<file path="src/rtl/ps2_key_decoder.sv">
// ps2_key_decoder: PS/2 keyboard receiver producing the 11-bit key event word
// {toggle, pressed, extended, code[7:0]}. Lines are synchronised, the clock is
// glitch-filtered, frames are assembled by a small FSM and E0/F0 prefixes are
// folded into the following scan code.
// Optional feature macro: PS2_PARITY_CHECK_EN (enforce odd parity on frames).
module ps2_key_decoder #(
  parameter int SYNC_STAGES = 2,
  parameter int FILTER_LEN  = 8,
  parameter int TIMEOUT     = 50000
) (
  input  logic        clk_sys,
  input  logic        reset_n,
  input  logic        ps2_clk,
  input  logic        ps2_data,
  output logic [10:0] ps2_key,
  output logic        ps2_err
);

  typedef enum logic [1:0] {IDLE, DATA, PARITY, STOP} state_t;

  localparam logic [7:0]  FILT_MAX = 8'(FILTER_LEN - 1);
  localparam logic [16:0] TMO_MAX  = 17'(TIMEOUT);

  state_t                 r_state;
  state_t                 w_state_nxt;
  logic [SYNC_STAGES-1:0] r_clk_sync;
  logic [SYNC_STAGES-1:0] r_dat_sync;
  logic                   w_clk_s;
  logic                   w_dat_s;
  logic                   r_filt;
  logic [7:0]             r_filt_cnt;
  logic                   w_filt_hit;
  logic                   w_fall;
  logic [16:0]            r_tmo;
  logic                   w_tmo_hit;
  logic [2:0]             r_bit_cnt;
  logic [7:0]             r_shift;
  logic                   r_ext;
  logic                   r_rel;
  logic                   w_frame_ok;
  logic                   w_discard;
`ifdef PS2_PARITY_CHECK_EN
  logic                   r_par;
`endif

  assign w_clk_s = r_clk_sync[SYNC_STAGES-1];
  assign w_dat_s = r_dat_sync[SYNC_STAGES-1];

  // The filtered clock only moves after FILTER_LEN consecutive differing samples.
  assign w_filt_hit = (w_clk_s != r_filt) && (r_filt_cnt == FILT_MAX);
  assign w_fall     = w_filt_hit && r_filt;
  assign w_tmo_hit  = (r_state != IDLE) && (r_tmo == TMO_MAX);

  // Synchronise both PS/2 lines into clk_sys; reset to the idle-high level.
  always_ff @(posedge clk_sys or negedge reset_n) begin
    if (!reset_n) begin
      r_clk_sync <= '1;
      r_dat_sync <= '1;
    end else begin
      r_clk_sync <= {r_clk_sync[SYNC_STAGES-2:0], ps2_clk};
      r_dat_sync <= {r_dat_sync[SYNC_STAGES-2:0], ps2_data};
    end
  end

  // Stability filter on the synchronised clock; any agreeing sample restarts the count.
  always_ff @(posedge clk_sys or negedge reset_n) begin
    if (!reset_n) begin
      r_filt     <= 1'b1;
      r_filt_cnt <= '0;
    end else if (w_clk_s == r_filt) begin
      r_filt_cnt <= '0;
    end else if (w_filt_hit) begin
      r_filt     <= w_clk_s;
      r_filt_cnt <= '0;
    end else begin
      r_filt_cnt <= r_filt_cnt + 8'd1;
    end
  end

  // Frame state register.
  always_ff @(posedge clk_sys or negedge reset_n) begin
    if (!reset_n) r_state <= IDLE;
    else          r_state <= w_state_nxt;
  end

  // Next state and byte qualification; a filtered edge takes priority over timeout.
  always_comb begin
    w_state_nxt = r_state;
    w_frame_ok  = w_dat_s;
    w_discard   = 1'b0;
`ifdef PS2_PARITY_CHECK_EN
    w_frame_ok  = w_dat_s && (^{r_shift, r_par});
`endif
    if (r_shift == 8'hE1) begin
      w_discard = 1'b1;
    end else if (!r_ext && !r_rel) begin
      case (r_shift)
        8'h00, 8'hAA, 8'hEE, 8'hFA, 8'hFE, 8'hFF: w_discard = 1'b1;
        default:                                  w_discard = 1'b0;
      endcase
    end
    if (w_fall) begin
      case (r_state)
        IDLE:    if (!w_dat_s) w_state_nxt = DATA;
        DATA:    if (r_bit_cnt == 3'd7) w_state_nxt = PARITY;
        PARITY:  w_state_nxt = STOP;
        default: w_state_nxt = IDLE;
      endcase
    end else if (w_tmo_hit) begin
      w_state_nxt = IDLE;
    end
  end

  // Shift/parity capture, timeout counter, prefix flags and event output.
  always_ff @(posedge clk_sys or negedge reset_n) begin
    if (!reset_n) begin
      r_tmo     <= '0;
      r_bit_cnt <= '0;
      r_shift   <= '0;
      r_ext     <= 1'b0;
      r_rel     <= 1'b0;
      ps2_key   <= '0;
      ps2_err   <= 1'b0;
`ifdef PS2_PARITY_CHECK_EN
      r_par     <= 1'b0;
`endif
    end else begin
      ps2_err <= 1'b0;
      if (r_state == IDLE || w_fall || w_tmo_hit) r_tmo <= '0;
      else                                        r_tmo <= r_tmo + 17'd1;

      if (w_fall) begin
        case (r_state)
          IDLE: r_bit_cnt <= '0;
          DATA: begin
            r_shift   <= {w_dat_s, r_shift[7:1]};
            r_bit_cnt <= r_bit_cnt + 3'd1;
          end
          PARITY: begin
`ifdef PS2_PARITY_CHECK_EN
            r_par <= w_dat_s;
`endif
          end
          default: begin
            if (!w_frame_ok) begin
              r_ext   <= 1'b0;
              r_rel   <= 1'b0;
              ps2_err <= 1'b1;
            end else if (r_shift == 8'hE0) begin
              r_ext <= 1'b1;
            end else if (r_shift == 8'hF0) begin
              r_rel <= 1'b1;
            end else if (!w_discard) begin
              ps2_key <= {~ps2_key[10], ~r_rel, r_ext, r_shift};
              r_ext   <= 1'b0;
              r_rel   <= 1'b0;
            end
          end
        endcase
      end else if (w_tmo_hit) begin
        r_shift   <= '0;
        r_bit_cnt <= '0;
      end
    end
  end

endmodule

</file>
<file path="config.mk">
export PLATFORM = sky130hd
export DESIGN_NAME = ps2_key_decoder
export DESIGN_NICKNAME = d
export VERILOG_FILES = /design/src/rtl/ps2_key_decoder.sv
export SDC_FILE = /design/constraint.sdc
export NUM_CORES = 1
export LEC_CHECK = 0
export BUFFER_PORTS_ARGS = -buffer_cell sky130_fd_sc_hd__buf_2
export CAP_MARGIN = 10
export CORE_MARGIN = 10
export CORE_UTILIZATION = 30
export DETAILED_ROUTE_END_ITERATION = 8
export GPL_TIMING_DRIVEN = 0
export HOLD_SLACK_MARGIN = 0.1
export PLACE_DENSITY = 0.53
export SYNTH_ARGS = -nofsm -noshare
export SYNTH_HDL_FRONTEND = slang
export SYNTH_SLANG_ARGS = --single-unit
</file>
<file path="constraint.sdc">
create_clock -name clk_sys -period 2.9 [get_ports clk_sys]
set_clock_uncertainty 0.15 [all_clocks]
set_input_delay 0.58 -clock clk_sys [delete_from_list [all_inputs] [get_ports clk_sys]]
set_output_delay 0.58 -clock clk_sys [all_outputs]
set_load 0.005 [all_outputs]
</file>
-- Yosys cells after proc, flatten, opt, wreduce, memory -nomap -nowiden
Index checks and enable logic that the tools add are counted.
- bits in registers: 57
- latch bits: 0
- RAM bits: 0
- bits in read-only memories: 0
- input port bits: 4
- output and inout port bits: 12
- logic and storage cells: 93
- memories kept: 0
- add/sub/neg operators: 3
- multipliers: 0
- div/mod/pow operators: 0
- magnitude comparators: 0
- eq/ne operators: 23
- shift-type cells: 0
- mux-type cells: 27
- bitwise logic cells: 7
- reductions and logical operators: 21
- operators with widths (kind ; number):
    $eq A8 B8 Y1 const B ; 8
    $mux W8 ; 5
    $add A17 B1 Y17 const B ; 1
    $eq A17 B16 Y1 const B ; 1
    $mux W17 ; 1
    $mux W1 ; 13
    $ne A3 B3 Y1 const B ; 3
    $add A8 B1 Y8 const B ; 1
    $eq A8 B3 Y1 const B ; 1
    $logic_not A8 Y1 ; 1
    $mux W2 ; 4
    $reduce_and A4 Y1 ; 2
    $not A1 Y1 ; 7
    $mux W3 ; 2
    $ne A3 B2 Y1 const B ; 2
    $pmux W2 S3 ; 1
    $pmux W3 S2 ; 1
    $reduce_and A2 Y1 ; 3
    $reduce_and A6 Y1 ; 1
    $reduce_or A6 Y1 ; 1
    $logic_and A1 B1 Y1 ; 4
    $reduce_bool A2 Y1 ; 2
    $add A3 B1 Y3 const B ; 1
    $eq A3 B3 Y1 const B ; 1
    other kinds (12) ; 14

-- Longest topological paths before layout
- word-level depth: 9
- gate-level depth with buffers: 7
- depth with buffers taken out: 7

-- Least setup slack after synthesis
OpenSTA, ideal clock, no wires.
- path type: register to register
- from: register r_state[0]
- to: register r_bit_cnt[0]
- setup time: 0.125 ns
- data arrival time: 2.029 ns
- slack: 0.596 ns
- cell stages (with the launch flop): 8
- buffers on the path: 0
- clock period less this slack: 2.304 ns
- cell sequence: dfrtp_1 > inv_1 > ha_1 > nor4_1 > nand4_1 > o41ai_4 > o21ai_2 > mux2_2
- word-level cells in the longest chain between the ends: 4
- elaborated cells on any way between the ends: 9
- classes of those cells: eq/ne: 2; mux: 2; reduce/logical: 5
- ends and longest elaborated chain (element ; line ; RTL):
    start: declaration ; 24 ; state_t r_state;
    start signal: assignment ; 83 ; else r_state <= w_state_nxt;
    branches (longest 4 deep; another with $pmux W3 S2) ; -- ;
    end signal: assignment ; 137 ; r_bit_cnt <= r_bit_cnt + 3'd1;
    end: declaration ; 36 ; logic [2:0] r_bit_cnt;
Parallel ways; which one is timed is not known.
A chain may end at the register's enable or synchronous reset.

-- Worst setup path in the final report
- from: register r_state[0]
- to: register r_tmo[8]
- word-level cells in the longest chain between the ends: 4
- elaborated cells on any way between the ends: 6
- classes of those cells: mux: 1; reduce/logical: 5
- ends and longest elaborated chain (element ; line ; RTL):
    $logic_not A2 Y1 / $reduce_bool A2 Y1 (equally long branches) ; 129, 52 ;
    $logic_or A1 B1 Y1 / $logic_and A1 B1 Y1 (equally long branches) ; 129, 52 ;
    $logic_or A1 B1 Y1 (*) ; 129 ; if (r_state == IDLE || w_fall || w_tmo_hit) r_tmo <= '0;
    $mux W17 (*) ; 129 ;
    end signal: assignment ; 130 ; else r_tmo <= r_tmo + 17'd1;
    end: declaration ; 34 ; logic [16:0] r_tmo;
Mark *: on every way between the ends. The rest lies on a longest branch, timed or not.

==> flow_summary.yaml <==
power_and_ir_drop:
  leakage_nw: 1.44
  power_density_nw_per_um2: 571
  ir_drop_v: 0.000258
grt:
  gr-total-overflow: 0
  grt_max_degree: 34
  grt_pass1_wl_um: 8530
  grt_pass1_vias: 1786
  grt_usage_pct: 8.16
  antenna_found_initial: 0
cells_and_area:
  design_area_um2: 3120
  final_cells: 377
  final_layout_size_suffix_gt1_share_pct: 20.8
  finalNetCount: 278
  multi_input_area_um2: 1170
  layout.area.seq_um2: 1430
  antenna_cells: 0
  syn_to_final_growth_pct: 16.9
  fillers: 869
timing:
  max_freq_ghz: 0.387
  fin_setup_tns_ps: 0
  setup_viol_count_final: 0
  worst_slew_pin_slew_ps: 585
  fin_crit_sh_pct: 89.1
  rsz0062_at_grt: "no"
  fin_crit_ps: 2580
  slew_headroom_pct: 61.0
  finalHoldViolations: 0
  final_max_slew_viol_count: 0
  hold_slack_ps: 88.9
drt:
  drc_errors: 0
  drt_iter0_drc: 82
  wire_per_inst_um: 13.0
  ant_nets: 0
  route.met2.wl_um: 2180
  m1WireLength_um: 2430
  drt_pass1_iterations: 4
  routed.top_layer: "met4"
  wirelength_um: 4910
  viasPerCell: 4.71
  met3_length_um: 186
  routed-via-count: 1776
cts:
  cts_hold_buf: 0
  clk_path_buf_depth: 2
  cts.clk_slew.worst_paths_ps: 70
  cts_setup_buffers: 0
  cts_sinks: 57
  clk-insertion-delay-late_ps: 340
  htree_num_levels: 3
  cts_resized: 0
  cts_tree: "done"
  root_buffer: "clkbuf_8"
  cts_made_buffers: 9
logic_synthesis:
  synth_top_family_by_area: "simple AND/OR/NAND/NOR gates"
  synth_edf_count: 0
  mappedNetlistNets: 251
  yosys_warnings: 0
  muxShareOfSynthArea_pct: 5.01
  synth_xor_area_share_pct: 7.54
  synth_compound_area_share_pct: 9.28
  synth-simple-area-share_pct: 17.2
  syn_avg_cell_area_um2: 11.3
  async_flop_share_pct: 100
  synthAdderAreaFrac_pct: 4.69
  ys_types: 40
  synth_cells: 237
  seq_area_frac_synth_pct: 53.7
  syn_area_um2: 2670
  synth_top_flop_cell: "dfrtp_1"
  ys_ff_latch: 57
run:
  drv_cap: 0
min_path:
  hold_class: "in -> async"
outcome:
  outcome: "finished, final reports clean"
worst_setup_path:
  criticalPathCategory: "reg -> reg"
  crit_path_start_kind: "flip-flop"
  crit_path_end_kind: "flip-flop"
  cp.required_ps: 2970
  crit_fanout: 10
  worstPathArrival_ps: 2660
place:
  hpwl_um: 3490
  placed_cell_area_um2: 2900
  portBuffers: 15
  gp_congestion: 0.762
  post-place-cells: 361
floorplanning:
  row_count: 34
  top_level_ports: 16
  die_area_um2: 13100
  dieHeight_um: 114
  die_x_um: 114
  core_um2: 8680
  initial_core_util_pct: 30.8
==> cells in the mapped netlist, types with 2 or more instances <==
cell / count / area share [%]
and3_1: 5 / 1.2
nand3_1: 10 / 1.9
a32o_1: 2 / 0.75
xnor2_1: 12 / 3.9
ha_1: 10 / 4.7
xor2_1: 11 / 3.6
nand2_1: 12 / 1.7
nor4_1: 4 / 0.94
nor3_1: 4 / 0.75
a22o_1: 11 / 3.6
o21ai_0: 3 / 0.56
nand4_1: 6 / 1.4
clkbuf_1: 2 / 0.28
nor3b_1: 2 / 0.56
buf_4: 2 / 0.56
nor2_1: 37 / 5.2
mux2_2: 11 / 4.6
dfrtp_1: 52 / 49
or3_1: 2 / 0.47
and2_1: 4 / 0.94
o41ai_4: 2 / 2.1
dfstp_2: 5 / 4.9
inv_1: 11 / 1.5
==> stage by stage <==
stage	total power, W	utilization (%)	worst slack (ps)
2_1_floorplan	0.000927	-	596
3_3_place_gp	0.000965	33.2	293
3_5_place_dp	0.000971	33.4	307
4_1_cts	0.00181	36.0	286
5_1_grt	0.00186	36.0	102
6_report	0.00178	36.0	316
==> layout make-up <==
| class | instances | share of cell area (%) |
|---|---|---|
| flip-flops and latches | 57 | 45.9 |
| multi-input cells | 164 | 37.4 |
| clock buffers | 11 | 4.53 |
| well taps | 108 | 4.33 |
| repair buffers | 16 | 3.05 |
| clock inverters | 5 | 2.53 |
| inverters | 11 | 1.32 |
| plain buffers | 5 | 0.882 |
==> critical path, cell delays in order (launching register included) <==
cell and delay, ps:
dfrtp_1 430, inv_1 90, ha_1 280, nor4_1 290
nand4_1 260, o41ai_4 630, buf_4 280, nor2_1 60
==> power breakdown <==
group	internal (W)	switching, W	leakage [nW]	total [W]
sequential	0.000827	0.0000263	0.777	0.000854
clock	0.000506	0.000323	0.113	0.000828
combinational	0.0000388	0.0000616	0.545	0.000100
total	0.00137	0.000411	1.44	0.00178
==> cells in the final DEF, fill, tap and decap left out, types with 3 or more instances in the layout <==
| master | count |
|---|---|
| xnor2_1 | 12 |
| mux2_2 | 11 |
| buf_2 | 16 |
| nand4_1 | 6 |
| and2_1 | 4 |
| and3_1 | 5 |
| ha_1 | 10 |
| clkbuf_1 | 3 |
| nor2_1 | 37 |
| xor2_1 | 11 |
| o21ai_0 | 3 |
| clkbuf_8 | 10 |
| a22o_1 | 11 |
| nand3_1 | 10 |
| nor3_1 | 4 |
| dfstp_2 | 5 |
| inv_1 | 11 |
| dfrtp_1 | 52 |
| nor4_1 | 4 |
| nand2_1 | 12 |
==> routing by layer <==
metal / vias up / track usage [%]
met1: 857 / 10.3
met4: 0 / 4.26
met2: 24 / 11.5
met3: 11 / 3.46
li1: 884 / -
met5: - / 0
==> path summary, 6_finish.rpt <==
kind / startpoint / to / slack, ps / depth (start not counted)
worst max-delay path: r_state[0] / r_tmo[8] / 320 / 7
worst min-delay path: reset_n / r_tmo[4] / 90 / 1
worst max register to register: r_state[0] / r_tmo[8] / 320 / 7
worst min register to register: r_clk_sync[0] / r_clk_sync[1] / 200 / 0
max in group asynchronous: reset_n / r_dat_sync[1] / 1860 / 2
min in group clk_sys: ps2_data / r_dat_sync[0] / 190 / 1
==> sequential cells by signal (all words and copies together), names as in the netlist <==
register	flops
r_ext	1
r_dat_sync	2
r_filt_cnt	8
ps2_err	1
r_rel	1
r_filt	1
ps2_key	11
r_clk_sync	2
r_shift	8
r_bit_cnt	3
r_state	2
r_tmo	17
==> cell families after synthesis <==
family,Yosys count
flip-flops,57
AO/OA/AOI/OAI,26
multiplexers,12
buffers and inverters,16
AND/OR/NAND/NOR,93
XOR/XNOR,23
adder cells (fa/ha/maj),10
Note: power is estimated with default switching activity, not from simulation.
